**src/rtl/apb_master.sv**
```systemverilog
// rtl/apb_master.sv - APB initiator turning single-beat commands into GPIO/UART APB transfers
// Optional build macro: APB_MASTER_TIMEOUT_EN aborts ACCESS after TIMEOUT wait cycles.
module apb_master #(
  parameter int unsigned TIMEOUT = 16
) (
  input  logic       PCLK,
  input  logic       PRESETn,
  input  logic       cmd_valid,
  output logic       cmd_ready,
  input  logic       cmd_write,
  input  logic [7:0] cmd_addr,
  input  logic [7:0] cmd_wdata,
  output logic       rsp_valid,
  output logic [7:0] rsp_rdata,
  output logic       rsp_err,
  output logic       PSEL1,
  output logic       PSEL2,
  output logic       PENABLE,
  output logic [7:0] PADDR,
  output logic       PWRITE,
  output logic [7:0] PWDATA,
  input  logic [7:0] PRDATA,
  input  logic       PREADY
);

  typedef enum logic [1:0] {IDLE, SETUP, ACCESS, RESP} state_t;

  state_t     state_q;
  logic       psel1_q, psel2_q, penable_q;
  logic       rsp_valid_q, rsp_err_q, pwrite_q;
  logic [7:0] paddr_q, pwdata_q, rsp_rdata_q;
  logic       accept;
  logic       timeout_hit;

  // RESP accepts like IDLE so back-to-back transfers cost three cycles
  assign cmd_ready = (state_q == IDLE) || (state_q == RESP);
  assign accept    = cmd_valid && cmd_ready;

`ifdef APB_MASTER_TIMEOUT_EN
  logic [7:0] wait_cnt_q;

  always_ff @(posedge PCLK or negedge PRESETn) begin
    if (!PRESETn) begin
      wait_cnt_q <= 8'd0;
    end else if (state_q == SETUP) begin
      wait_cnt_q <= 8'd0;
    end else if (state_q == ACCESS && !PREADY) begin
      wait_cnt_q <= wait_cnt_q + 8'd1;
    end
  end

  assign timeout_hit = (wait_cnt_q == 8'(TIMEOUT - 1));
`else
  assign timeout_hit = 1'b0;
`endif

  always_ff @(posedge PCLK or negedge PRESETn) begin
    if (!PRESETn) begin
      state_q     <= IDLE;
      psel1_q     <= 1'b0;
      psel2_q     <= 1'b0;
      penable_q   <= 1'b0;
      rsp_valid_q <= 1'b0;
      rsp_err_q   <= 1'b0;
      rsp_rdata_q <= 8'd0;
      paddr_q     <= 8'd0;
      pwrite_q    <= 1'b0;
      pwdata_q    <= 8'd0;
    end else begin
      rsp_valid_q <= 1'b0;
      case (state_q)
        IDLE, RESP: begin
          if (accept) begin
            paddr_q  <= cmd_addr;
            pwrite_q <= cmd_write;
            pwdata_q <= cmd_wdata;
            if (cmd_addr[7]) begin
              state_q     <= RESP;
              rsp_valid_q <= 1'b1;
              rsp_err_q   <= 1'b1;
              rsp_rdata_q <= 8'd0;
            end else begin
              state_q <= SETUP;
              psel1_q <= ~cmd_addr[6];
              psel2_q <= cmd_addr[6];
            end
          end else begin
            state_q <= IDLE;
          end
        end
        SETUP: begin
          state_q   <= ACCESS;
          penable_q <= 1'b1;
        end
        ACCESS: begin
          if (PREADY || timeout_hit) begin
            state_q     <= RESP;
            psel1_q     <= 1'b0;
            psel2_q     <= 1'b0;
            penable_q   <= 1'b0;
            rsp_valid_q <= 1'b1;
            rsp_err_q   <= ~PREADY;
            rsp_rdata_q <= (PREADY && !pwrite_q) ? PRDATA : 8'd0;
          end
        end
        default: state_q <= IDLE;
      endcase
    end
  end

  assign PSEL1     = psel1_q;
  assign PSEL2     = psel2_q;
  assign PENABLE   = penable_q;
  assign PADDR     = paddr_q;
  assign PWRITE    = pwrite_q;
  assign PWDATA    = pwdata_q;
  assign rsp_valid = rsp_valid_q;
  assign rsp_err   = rsp_err_q;
  assign rsp_rdata = rsp_rdata_q;

endmodule

```
**config.mk**
```make
export PLATFORM = sky130hd
export DESIGN_NAME = apb_master
export DESIGN_NICKNAME = d
export VERILOG_FILES = /design/src/rtl/apb_master.sv
export SDC_FILE = /design/constraint.sdc
export NUM_CORES = 1
export LEC_CHECK = 0
export BUFFER_PORTS_ARGS = -buffer_cell sky130_fd_sc_hd__buf_4
export CELL_PAD_IN_SITES_DETAIL_PLACEMENT = 1
export CELL_PAD_IN_SITES_GLOBAL_PLACEMENT = 2
export CORE_MARGIN = 2
export CORE_UTILIZATION = 27
export CTS_BUF_LIST = sky130_fd_sc_hd__clkbuf_8
export DETAILED_ROUTE_END_ITERATION = 10
export HOLD_SLACK_MARGIN = 0.15
export PLACE_DENSITY_LB_ADDON = 0.1
export SYNTH_ARGS = -nofsm -noshare
export SYNTH_HDL_FRONTEND = slang
export SYNTH_SLANG_ARGS = --single-unit
```
**constraint.sdc**
```tcl
create_clock -name PCLK -period 1.65 [get_ports PCLK]
set_input_delay 0.165 -clock PCLK [delete_from_list [all_inputs] [get_ports PCLK]]
set_output_delay 0.165 -clock PCLK [all_outputs]
set_load 0.01 [all_outputs]
```
==> summary.md, run 1 <==
| Metric | Value |
|---|---|
| Overall die area | `0.005670 mm^2` |
| Average wire per cell in the routed design | `roughly 13 um` |
| Number of sinks driven by the clock tree | `32` |
| Detail Route Antenna Nets | `0` |
| Launching element type of the critical path | `register` |
| Pleak | `1.080 nW` |
| Maximum capacitance violations | `0` |
| Path type of the worst setup path | `reg -> reg` |
| Setup WS post-layout | `72.51 ps` |
| Via count | `1113` |
| Worst Hold Margin | `191.4 ps` |
| Actual slew at the worst max-slew pin | `427.3 ps` |
| Starting density of the core | `28.49%` |
| Filler cell count in the final layout | `approximately 540` |
| TritonCTS clock tree | `yes` |
| I/O Pins | `60` |
| Die height | `approximately 75 um` |
| Detail-routed via count per cell | `4.184` |
| Status | `finished, final reports clean` |
| Setup repair after global routing missed its margin | `true` |
| Worst Skew | `between 6 and 7 ps` |
| Layout overhead on the synthesized area | `63.54%` |
| Ys Warns | `0` |
| Worst Hold Class | `in -> reg` |
| Post-layout util | `a little under half` |
| # setup viols final | `0` |
| Buffers from clock root to sink, at most | `2` |
| Endpoint class of the critical path | `register` |
| Min-delay src | `cmd_valid` |
| Count of final max-slew check failures | `0` |
| Proportion of layout cells with a drive suffix above 1 | `47.24%` |
| Crit path from | `state_q[0]$_DFFE_PN0N_` |
| Minimum setup slack after placement | `34.94 ps` |
| Via count of the first global-routing pass | `1211` |
| Sequential area share after synthesis | `58.34%` |
| Drc violations | `0` |
| Placed cell count | `230` |
| Syn Inst Count | `108` |
| Synthesized area per cell | `12.71 um^2` |
| Endpoints failing hold | `0` |
| Flop2flop setup slack | `70 ps` |
| Count of buffers inserted at the top-level ports | `59` |
| Final worst path period share | `about 96%` |
| Final HPWL DP | `2.358 mm` |
| End point of the worst hold path | `state_q[0]$_DFFE_PN0N_` |
| Clock tree root buffer cell | `sky130_fd_sc_hd__clkbuf_8` |
| Critical-path maximum fanout | `17` |
| Depth of the worst hold-timing path | `3` |
| Largest net degree at the start of global routing | `33` |
| Achievable clock frequency | `633.9 MHz` |
| DRC violation total after the first TritonRoute iteration | `21` |
| Reg2reg path depth | `4` |
| Share of the synthesized area in the top cell type | `roughly 58%` |
| Final period demand of the worst path | `1577 ps` |
| Number of register bits inferred by synthesis | `32` |
| Crit path DAT | `1750 ps` |
| Finished Layout Cells | `roughly 270` |
| Wire length of the first global-routing pass | `about 5.6 mm` |
| Congestion Overflow GR | `0` |
| Global router's overall resource usage | `13.45%` |
| Standard-cell rows | `25` |
| Routability cong. | `0.6768` |
| Ranking of synthesized cells by area | `sky130_fd_sc_hd__dfrtp_1, sky130_fd_sc_hd__mux2_2, sky130_fd_sc_hd__mux2i_1` |
| Clock-pin slew on the worst setup and hold paths | `~70 ps` |
| Setup tns final | `0 ps` |
| Slew HR | `a little under three quarters` |
| Wirelength, routed | `3.529 mm` |
| Cell variety after synth | `23` |
| Layout Nets | `229` |
| Clock buffer count from CTS | `5` |
| Net Count, Synth | `approximately 140` |
| Leading area contributor after synthesis | `sky130_fd_sc_hd__dfrtp_1` |
| Worst IR Drop VDD | `1046 uV` |
| Cell area power density | `1869 mW/mm^2` |
| Floorplan Core Area | `just under 0.005 mm^2` |
| X dimension of the die | `75.30 um` |
| Worst endpoint required time | `approximately 1800 ps` |
| Number of antenna diodes | `0` |
| Latest clock arrival within the worst-skew pair | `280 ps` |
| Reg-to-reg critical path endpoint | `PADDR[5]$_DFFE_PN0P_` |
| Summed instance area of the synthesized netlist | `0.001373 mm^2` |
| Pre-Repair DR Iteration Count | `4` |
| R2r startpoint | `state_q[0]$_DFFE_PN0N_` |
| H-Tree Level Count | `2` |
| Antenna violations before repair | `0` |
## sequential cells by signal (all words and copies together) (netlist names)
name       flops
PSEL2          1
state_q        2
PWDATA         8
rsp_rdata      8
PENABLE        1
rsp_valid      1
PWRITE         1
PADDR          8
PSEL1          1
rsp_err        1
## worst max-delay path: stages, from the launching register on
cell and delay, ps:
sky130_fd_sc_hd__dfrtp_1 400, sky130_fd_sc_hd__inv_1 90, sky130_fd_sc_hd__ha_4 230, sky130_fd_sc_hd__nand2_2 340
sky130_fd_sc_hd__mux2_2 390
## how the worst max path moves through the flow
stage | to | slack, ps | cells past startpoint
floorplan | rsp_err$_DFFE_PN0P_ | 40 | 7
global placement | PADDR[4]$_DFFE_PN0P_ | 100 | 4
detailed placement | PADDR[5]$_DFFE_PN0P_ | 30 | 4
CTS | rsp_rdata[6]$_DFFE_PN0P_ | 10 | 6
global route | PSEL1$_DFFE_PN0P_ | -10 | 5
finish | PADDR[5]$_DFFE_PN0P_ | 70 | 4
## logic make-up after synthesis
| family | after synthesis | share of synthesized area (%) |
|---|---|---|
| compound gates | 8 | 3.281 |
| fa+ha+maj | 2 | 1.823 |
| buf+inv | 16 | 6.016 |
| flops | 32 | 58.34 |
| mux | 28 | 22.70 |
| simple gates | 22 | 7.840 |
## power breakdown
part | switching (mW) | leakage (nW) | total, mW | internal [mW]
combinational | 0.949 | 0.634 | 2.21 | 1.26
clock | 0.284 | 0.0538 | 0.612 | 0.327
sequential | 0.206 | 0.392 | 1.38 | 1.17
total | 1.44 | 1.08 | 4.19 | 2.76
## metal layers
layer / up-vias / global-route usage (%) / part of all wire [%]
met2: 38 / 22.22 / 51
li1: 529 / - / -
met4: 0 / 4.678 / 0.71
met3: 4 / 4.630 / 6.3
met5: - / 0 / 0
met1: 542 / 16.43 / 42
## layout by cell type, fill, tap and decap left out, drive strengths merged, types with 2 or more instances in the layout
| master | instances |
|---|---|
| buf | 63 |
| mux2 | 19 |
| inv | 13 |
| dfrtp | 32 |
| clkbuf | 6 |
| dlygate4sd3 | 25 |
| mux2i | 9 |
| o21ai | 3 |
| ha | 2 |
| a21oi | 4 |
| nand2 | 13 |
| nor2 | 3 |
## metrics by stage
step                instance area, um^2  power (mW)
CTS                                2218       4.148
global placement                   1878       3.406
global route                       2245       4.499
floorplan                          1385       2.647
detailed placement                 1878       3.462
finish                             2245       4.195
## synth_stat cells (all sizes together)
master  number
nand2b       1
a21oi        4
or2b         1
and3b        1
and2b        1
nand2       13
ha           2
dfrtp       32
a31oi        1
nand3b       1
nor2         3
inv         11
mux2        19
o21ai        3
buf          4
nand3        1
clkbuf       1
mux2i        9
## repair_timing
action / in CTS / in global routing
hold endpoints to repair: 56 / 0
hold buffers: 25 / 0
setup buffers: 0 / 3
endpoints found under the setup margin: 0 / 26
gates resized for setup: 0 / 1
## layout make-up
type / count / area [um^2] / share of cell area [%]
clock buffers: 6 / 82.58 / 3.679
clock inverters: 2 / 7.507 / 0.3344
inverters: 11 / 41.29 / 1.839
multi-input cells: 60 / 501.7 / 22.35
flip-flops and latches: 32 / 800.8 / 35.67
well taps: 67 / 83.83 / 3.735
repair buffers: 88 / 726.9 / 32.39
(Power assumes the default switching activity.)
==> inputs of run 2 (changes only) <==
--- a/config.mk
+++ b/config.mk
@@ -5,11 +5,12 @@
 export SDC_FILE = /design/constraint.sdc
 export NUM_CORES = 1
 export LEC_CHECK = 0
+export ABC_AREA = 1
 export BUFFER_PORTS_ARGS = -buffer_cell sky130_fd_sc_hd__buf_4
 export CELL_PAD_IN_SITES_DETAIL_PLACEMENT = 1
 export CELL_PAD_IN_SITES_GLOBAL_PLACEMENT = 2
 export CORE_MARGIN = 2
-export CORE_UTILIZATION = 27
+export CORE_UTILIZATION = 24
 export CTS_BUF_LIST = sky130_fd_sc_hd__clkbuf_8
 export DETAILED_ROUTE_END_ITERATION = 10
 export HOLD_SLACK_MARGIN = 0.15
==> summary.md, run 2 <==
| Metric | Value |
|---|---|
| Logic gate share of total power | `53.3% (was 52.6%)` |
| Standard-cell rows | `27 (was 25)` |
| Commonest cells after routing, fill and taps aside | `sky130_fd_sc_hd__nand2_1, sky130_fd_sc_hd__buf_4, sky130_fd_sc_hd__dfrtp_1 (was sky130_fd_sc_hd__buf_4, sky130_fd_sc_hd__dfrtp_1, sky130_fd_sc_hd__dlygate4sd3_1)` |
| Number of register bits inferred by synthesis | `32 (unchanged)` |
| Cell at the slowest stage of the critical path | `sky130_fd_sc_hd__dfrtp_1 (unchanged)` |
| Register Area | `800.8 um^2 (unchanged)` |
| Top layer used by detailed routing | `met4 (unchanged)` |
| Cell chain of the critical path | `inv_1 > ha_4 > o21ai_4 > nand2_4 > nand2_1 > nand2_1 (was inv_1 > ha_4 > nand2_2 > mux2_2)` |
| Endpoints failing hold | `0 (unchanged)` |
| TritonCTS clock tree | `yes (unchanged)` |
| Count of buffers inserted at the top-level ports | `59 (unchanged)` |
| XOR/XNOR share of the synthesized area | `0% (unchanged)` |
| Slew HR | `71.60% (was 71.41%)` |
| Launching element type of the critical path | `register (unchanged)` |
| Leading area contributor after synthesis | `sky130_fd_sc_hd__dfrtp_1 (unchanged)` |
| Global router's overall resource usage | `13.90% (was 13.45%)` |
| Main combinational cell family by area after synthesis | `simple AND/OR/NAND/NOR gates (was multiplexers)` |
| Reg-to-reg critical path endpoint | `rsp_rdata[3]$_DFFE_PN0P_ (was PADDR[5]$_DFFE_PN0P_)` |
| Actual slew at the worst max-slew pin | `426.0 ps (was 427.3 ps)` |
| Number of antenna diodes | `0 (unchanged)` |
| Final worst path period share | `89.47% (was 95.61%)` |
| Min-delay src | `cmd_addr[6] (was cmd_valid)` |
| Endpoint class of the critical path | `register (unchanged)` |
| Congestion Overflow GR | `0 (unchanged)` |
| Count of final max-slew check failures | `0 (unchanged)` |
| Most instantiated library cell after synthesis | `sky130_fd_sc_hd__nand2_1 (was sky130_fd_sc_hd__dfrtp_1)` |
| Top post-synthesis cells by count | `sky130_fd_sc_hd__nand2_1, sky130_fd_sc_hd__dfrtp_1, sky130_fd_sc_hd__inv_1 (was sky130_fd_sc_hd__dfrtp_1, sky130_fd_sc_hd__mux2_2, sky130_fd_sc_hd__nand2_1)` |
| Worst Hold Class | `in -> reg (unchanged)` |
| Depth of the worst hold-timing path | `4 (was 3)` |
| Number of sinks driven by the clock tree | `32 (unchanged)` |
| Detail-routed via count per cell | `4.165 (was 4.184)` |
| Drc violations | `0 (unchanged)` |
| Worst stage delay on the critical path | `390 ps (was 400 ps)` |
| Clk network pwr share | `13.4% (was 14.6%)` |
| Crit path DAT | `1650 ps (was 1750 ps)` |
| Flop2flop setup slack | `170 ps (was 70 ps)` |
| Detailed-route wire length on metal 1 | `1.736 mm (was 1.478 mm)` |
| X dimension of the die | `79.83 um (was 75.30 um)` |
| Wire length of the first global-routing pass | `6.727 mm (was 5.609 mm)` |
| Critical-path maximum fanout | `10 (was 17)` |
| Post-layout util | `39.48% (was 46.60%)` |
| End point of the worst hold path | `PSEL1$_DFFE_PN0P_ (was state_q[0]$_DFFE_PN0N_)` |
| Latest clock arrival within the worst-skew pair | `280 ps (about the same)` |
| Reg2reg path depth | `6 (was 4)` |
| Routability cong. | `0.7915 (was 0.6768)` |
| Share of synthesized cell area in and, or, nand and nor gates | `29.83% (was 7.840%)` |
| Most common cell after layout, fill and taps aside | `sky130_fd_sc_hd__nand2_1 (was sky130_fd_sc_hd__buf_4)` |
| Final period demand of the worst path | `1476 ps (was 1577 ps)` |
| Buffers from clock root to sink, at most | `2 (unchanged)` |
| Average wire per cell in the routed design | `12.31 um (was 13.27 um)` |
| Clock-pin slew on the worst setup and hold paths | `70 ps (about the same)` |
| Clock tree root buffer cell | `sky130_fd_sc_hd__clkbuf_8 (unchanged)` |
| H-Tree Level Count | `2 (unchanged)` |
| Total cell area at the placement stage | `0.001931 mm^2 (was 0.001878 mm^2)` |
| Ys Warns | `0 (unchanged)` |
| R2r startpoint | `state_q[0]$_DFFE_PN0N_ (unchanged)` |
| Syn Inst Count | `167 (was 108)` |
| # setup viols final | `0 (unchanged)` |
| I/O Pins | `60 (unchanged)` |
| Summed instance area of the synthesized netlist | `0.001380 mm^2 (was 0.001373 mm^2)` |
| Via count of the first global-routing pass | `1408 (was 1211)` |
| Status | `finished, final reports clean (unchanged)` |
| Worst IR Drop VDD | `645.2 uV (was 1046 uV)` |
| Internal Dissipation | `2.448 mW (was 2.756 mW)` |
| Die height | `79.83 um (was 75.30 um)` |
| Share of power burned in registers | `33.3% (was 32.8%)` |
| Synthesized-area fraction occupied by ao, oa, aoi and oai cells | `4.170% (was 3.282%)` |
| Ys flop type | `sky130_fd_sc_hd__dfrtp_1 (unchanged)` |
| Detail Route Antenna Nets | `0 (unchanged)` |
| Count of flip-flops with a built-in enable after synthesis | `0 (unchanged)` |
| Worst Skew | `4.166 ps (was 6.495 ps)` |
| Switching power as a share of total power | `41.21% (was 34.30%)` |
| Filler cell count in the final layout | `680 (was 542)` |
| Overall die area | `0.006373 mm^2 (was 0.005670 mm^2)` |
| Maximum capacitance violations | `0 (unchanged)` |
| Routed length on met3 | `223 um (was 222 um)` |
| Starting density of the core | `24.91% (was 28.49%)` |
| Detailed route wirelength on metal2 | `1.966 mm (was 1.802 mm)` |
| Adder and majority cell fraction of the synthesized area | `1.813% (was 1.823%)` |
| Ranking of synthesized cells by area | `sky130_fd_sc_hd__dfrtp_1, sky130_fd_sc_hd__nand2_1, sky130_fd_sc_hd__nand3_1 (was sky130_fd_sc_hd__dfrtp_1, sky130_fd_sc_hd__mux2_2, sky130_fd_sc_hd__mux2i_1)` |
| Final HPWL DP | `2.796 mm (was 2.358 mm)` |
| Synthesized area per cell | `8.264 um^2 (was 12.71 um^2)` |
| Proportion of layout cells with a drive suffix above 1 | `30.92% (was 47.24%)` |
| Net Count, Synth | `198 (was 139)` |
| Share of the synthesized area in the top cell type | `58.02% (was 58.34%)` |
| Layout Nets | `280 (was 229)` |
| Final instance area | `0.002187 mm^2 (was 0.002245 mm^2)` |
| Total area of multi-input combinational cells | `513.0 um^2 (was 501.7 um^2)` |
| Pleak | `1.233 nW (was 1.080 nW)` |
| Via count | `1337 (was 1113)` |
| Antenna violations before repair | `0 (unchanged)` |
| Cell area power density | `1904 mW/mm^2 (was 1869 mW/mm^2)` |
| Power dissipated by switching net loads | `1.716 mW (was 1.439 mW)` |
| Wirelength, routed | `3.950 mm (was 3.529 mm)` |
| Asr flop ratio synth | `100.0% (unchanged)` |
| Worst endpoint required time | `1820 ps (about the same)` |
| Most used cell, CP | `sky130_fd_sc_hd__nand2_1` |
| Post-CTS Setup Bufs | `0 (unchanged)` |
| Layout overhead on the synthesized area | `58.48% (was 63.54%)` |
| Path type of the worst setup path | `reg -> reg (unchanged)` |
| Clock buffer count from CTS | `5 (unchanged)` |
| Cell variety after synth | `16 (was 23)` |
| Achievable clock frequency | `677.4 MHz (was 633.9 MHz)` |
| Multiplexer fraction of the synthesized cell area | `0% (was 22.70%)` |
| Floorplan Core Area | `0.005540 mm^2 (was 0.004817 mm^2)` |
| DRC violation total after the first TritonRoute iteration | `27 (was 21)` |
| Pre-Repair DR Iteration Count | `4 (unchanged)` |
| Largest net degree at the start of global routing | `33 (unchanged)` |
| Setup repair after global routing missed its margin | `false (was true)` |
| Sequential area share after synthesis | `58.02% (was 58.34%)` |
-- run 2: changes by cell type after synthesis, moves of 2 or more --
cell / change
sky130_fd_sc_hd__mux2_2: -18
sky130_fd_sc_hd__nand3_1: +11
sky130_fd_sc_hd__mux2i_1: -8
sky130_fd_sc_hd__o21ai_0: +2
sky130_fd_sc_hd__inv_1: +4
sky130_fd_sc_hd__nor2_1: +10
sky130_fd_sc_hd__buf_2: +2
sky130_fd_sc_hd__buf_6: -2
sky130_fd_sc_hd__inv_2: +3
sky130_fd_sc_hd__a21oi_1: -2
sky130_fd_sc_hd__nand2_1: +64
-- run 2: per-layer routing --
| metal | track usage, % | up-vias |
|---|---|---|
| li1 | - | 667 |
| met4 | 5.085 | 0 |
| met2 | 23.45 | 36 |
| met1 | 16.63 | 632 |
| met3 | 4.299 | 2 |
| met5 | 0 | - |
-- run 2: worst max-delay path, delay by kind of cell (launching register included) --
family / cells / cell delay (ps)
AOI/OAI and AO/OA: 1 / 330
adders and majority gates: 1 / 250
buffers and inverters: 1 / 120
DFF: 1 / 390
and+or+nand+nor: 3 / 280
-- run 2: final cells by class --
type / instances / share of cell area (%)
repair buffers: 78 / 29.18
multi-input cells: 114 / 23.46
clock inverters: 2 / 0.4005
flip-flops and latches: 32 / 36.61
inverters: 18 / 3.089
clock buffers: 5 / 3.146
well taps: 72 / 4.119
-- run 2: cells by family (layout without fill, tap and decap cells) --
family                     Yosys count  in the layout
and+or+nand+nor                    103            103
AOI/OAI and AO/OA                    9              9
DFF                                 32             32
adders and majority gates            2              2
buffers and inverters               21            103
-- run 2: worst max-delay path by stage --
stage	from	end	slack (ps)	cells past startpoint
6_report	state_q[0]$_DFFE_PN0N_	rsp_rdata[3]$_DFFE_PN0P_	170	6
5_1_grt	state_q[0]$_DFFE_PN0N_	rsp_rdata[3]$_DFFE_PN0P_	40	7
4_1_cts	state_q[0]$_DFFE_PN0N_	rsp_rdata[5]$_DFFE_PN0P_	60	7
3_5_place_dp	state_q[0]$_DFFE_PN0N_	rsp_rdata[5]$_DFFE_PN0P_	-5	7
3_3_place_gp	state_q[1]$_DFFE_PN0N_	rsp_rdata[2]$_DFFE_PN0P_	80	6
2_1_floorplan	state_q[1]$_DFFE_PN0N_	PSEL1$_DFFE_PN0P_	160	7
-- run 2: metrics by stage --
stage               worst slack [ps]  std cells  total power, mW  setup TNS [ps]  hold WS (ps)
CTS                            64.62        321            4.188               0         160.8
floorplan                      159.2        167            2.531               0        -130.6
global placement               83.00        298            3.481               0         138.6
global route                   36.31        321            4.586               0         168.5
detailed placement            -4.549        298            3.556          -8.790         143.5
finish                         173.7        321            4.165               0         167.2
-- run 2: repair_timing --
item                                    CTS  global route
hold buffers                             16             0
endpoints found under the hold margin    47             0
endpoints found under the setup margin    9            11
resized for setup                         1             3
-- run 2: power groups by stage --
| stage | registers [mW] | clock network (mW) | logic [mW] |
|---|---|---|---|
| after global routing | 1.44 | 0.626 | 2.52 |
| after CTS | 1.39 | 0.593 | 2.20 |
| final | 1.39 | 0.558 | 2.22 |
| after detailed placement | 1.39 | 0 | 2.16 |
| after floorplan | 1.53 | 0 | 0.998 |
| after global placement | 1.38 | 0 | 2.10 |
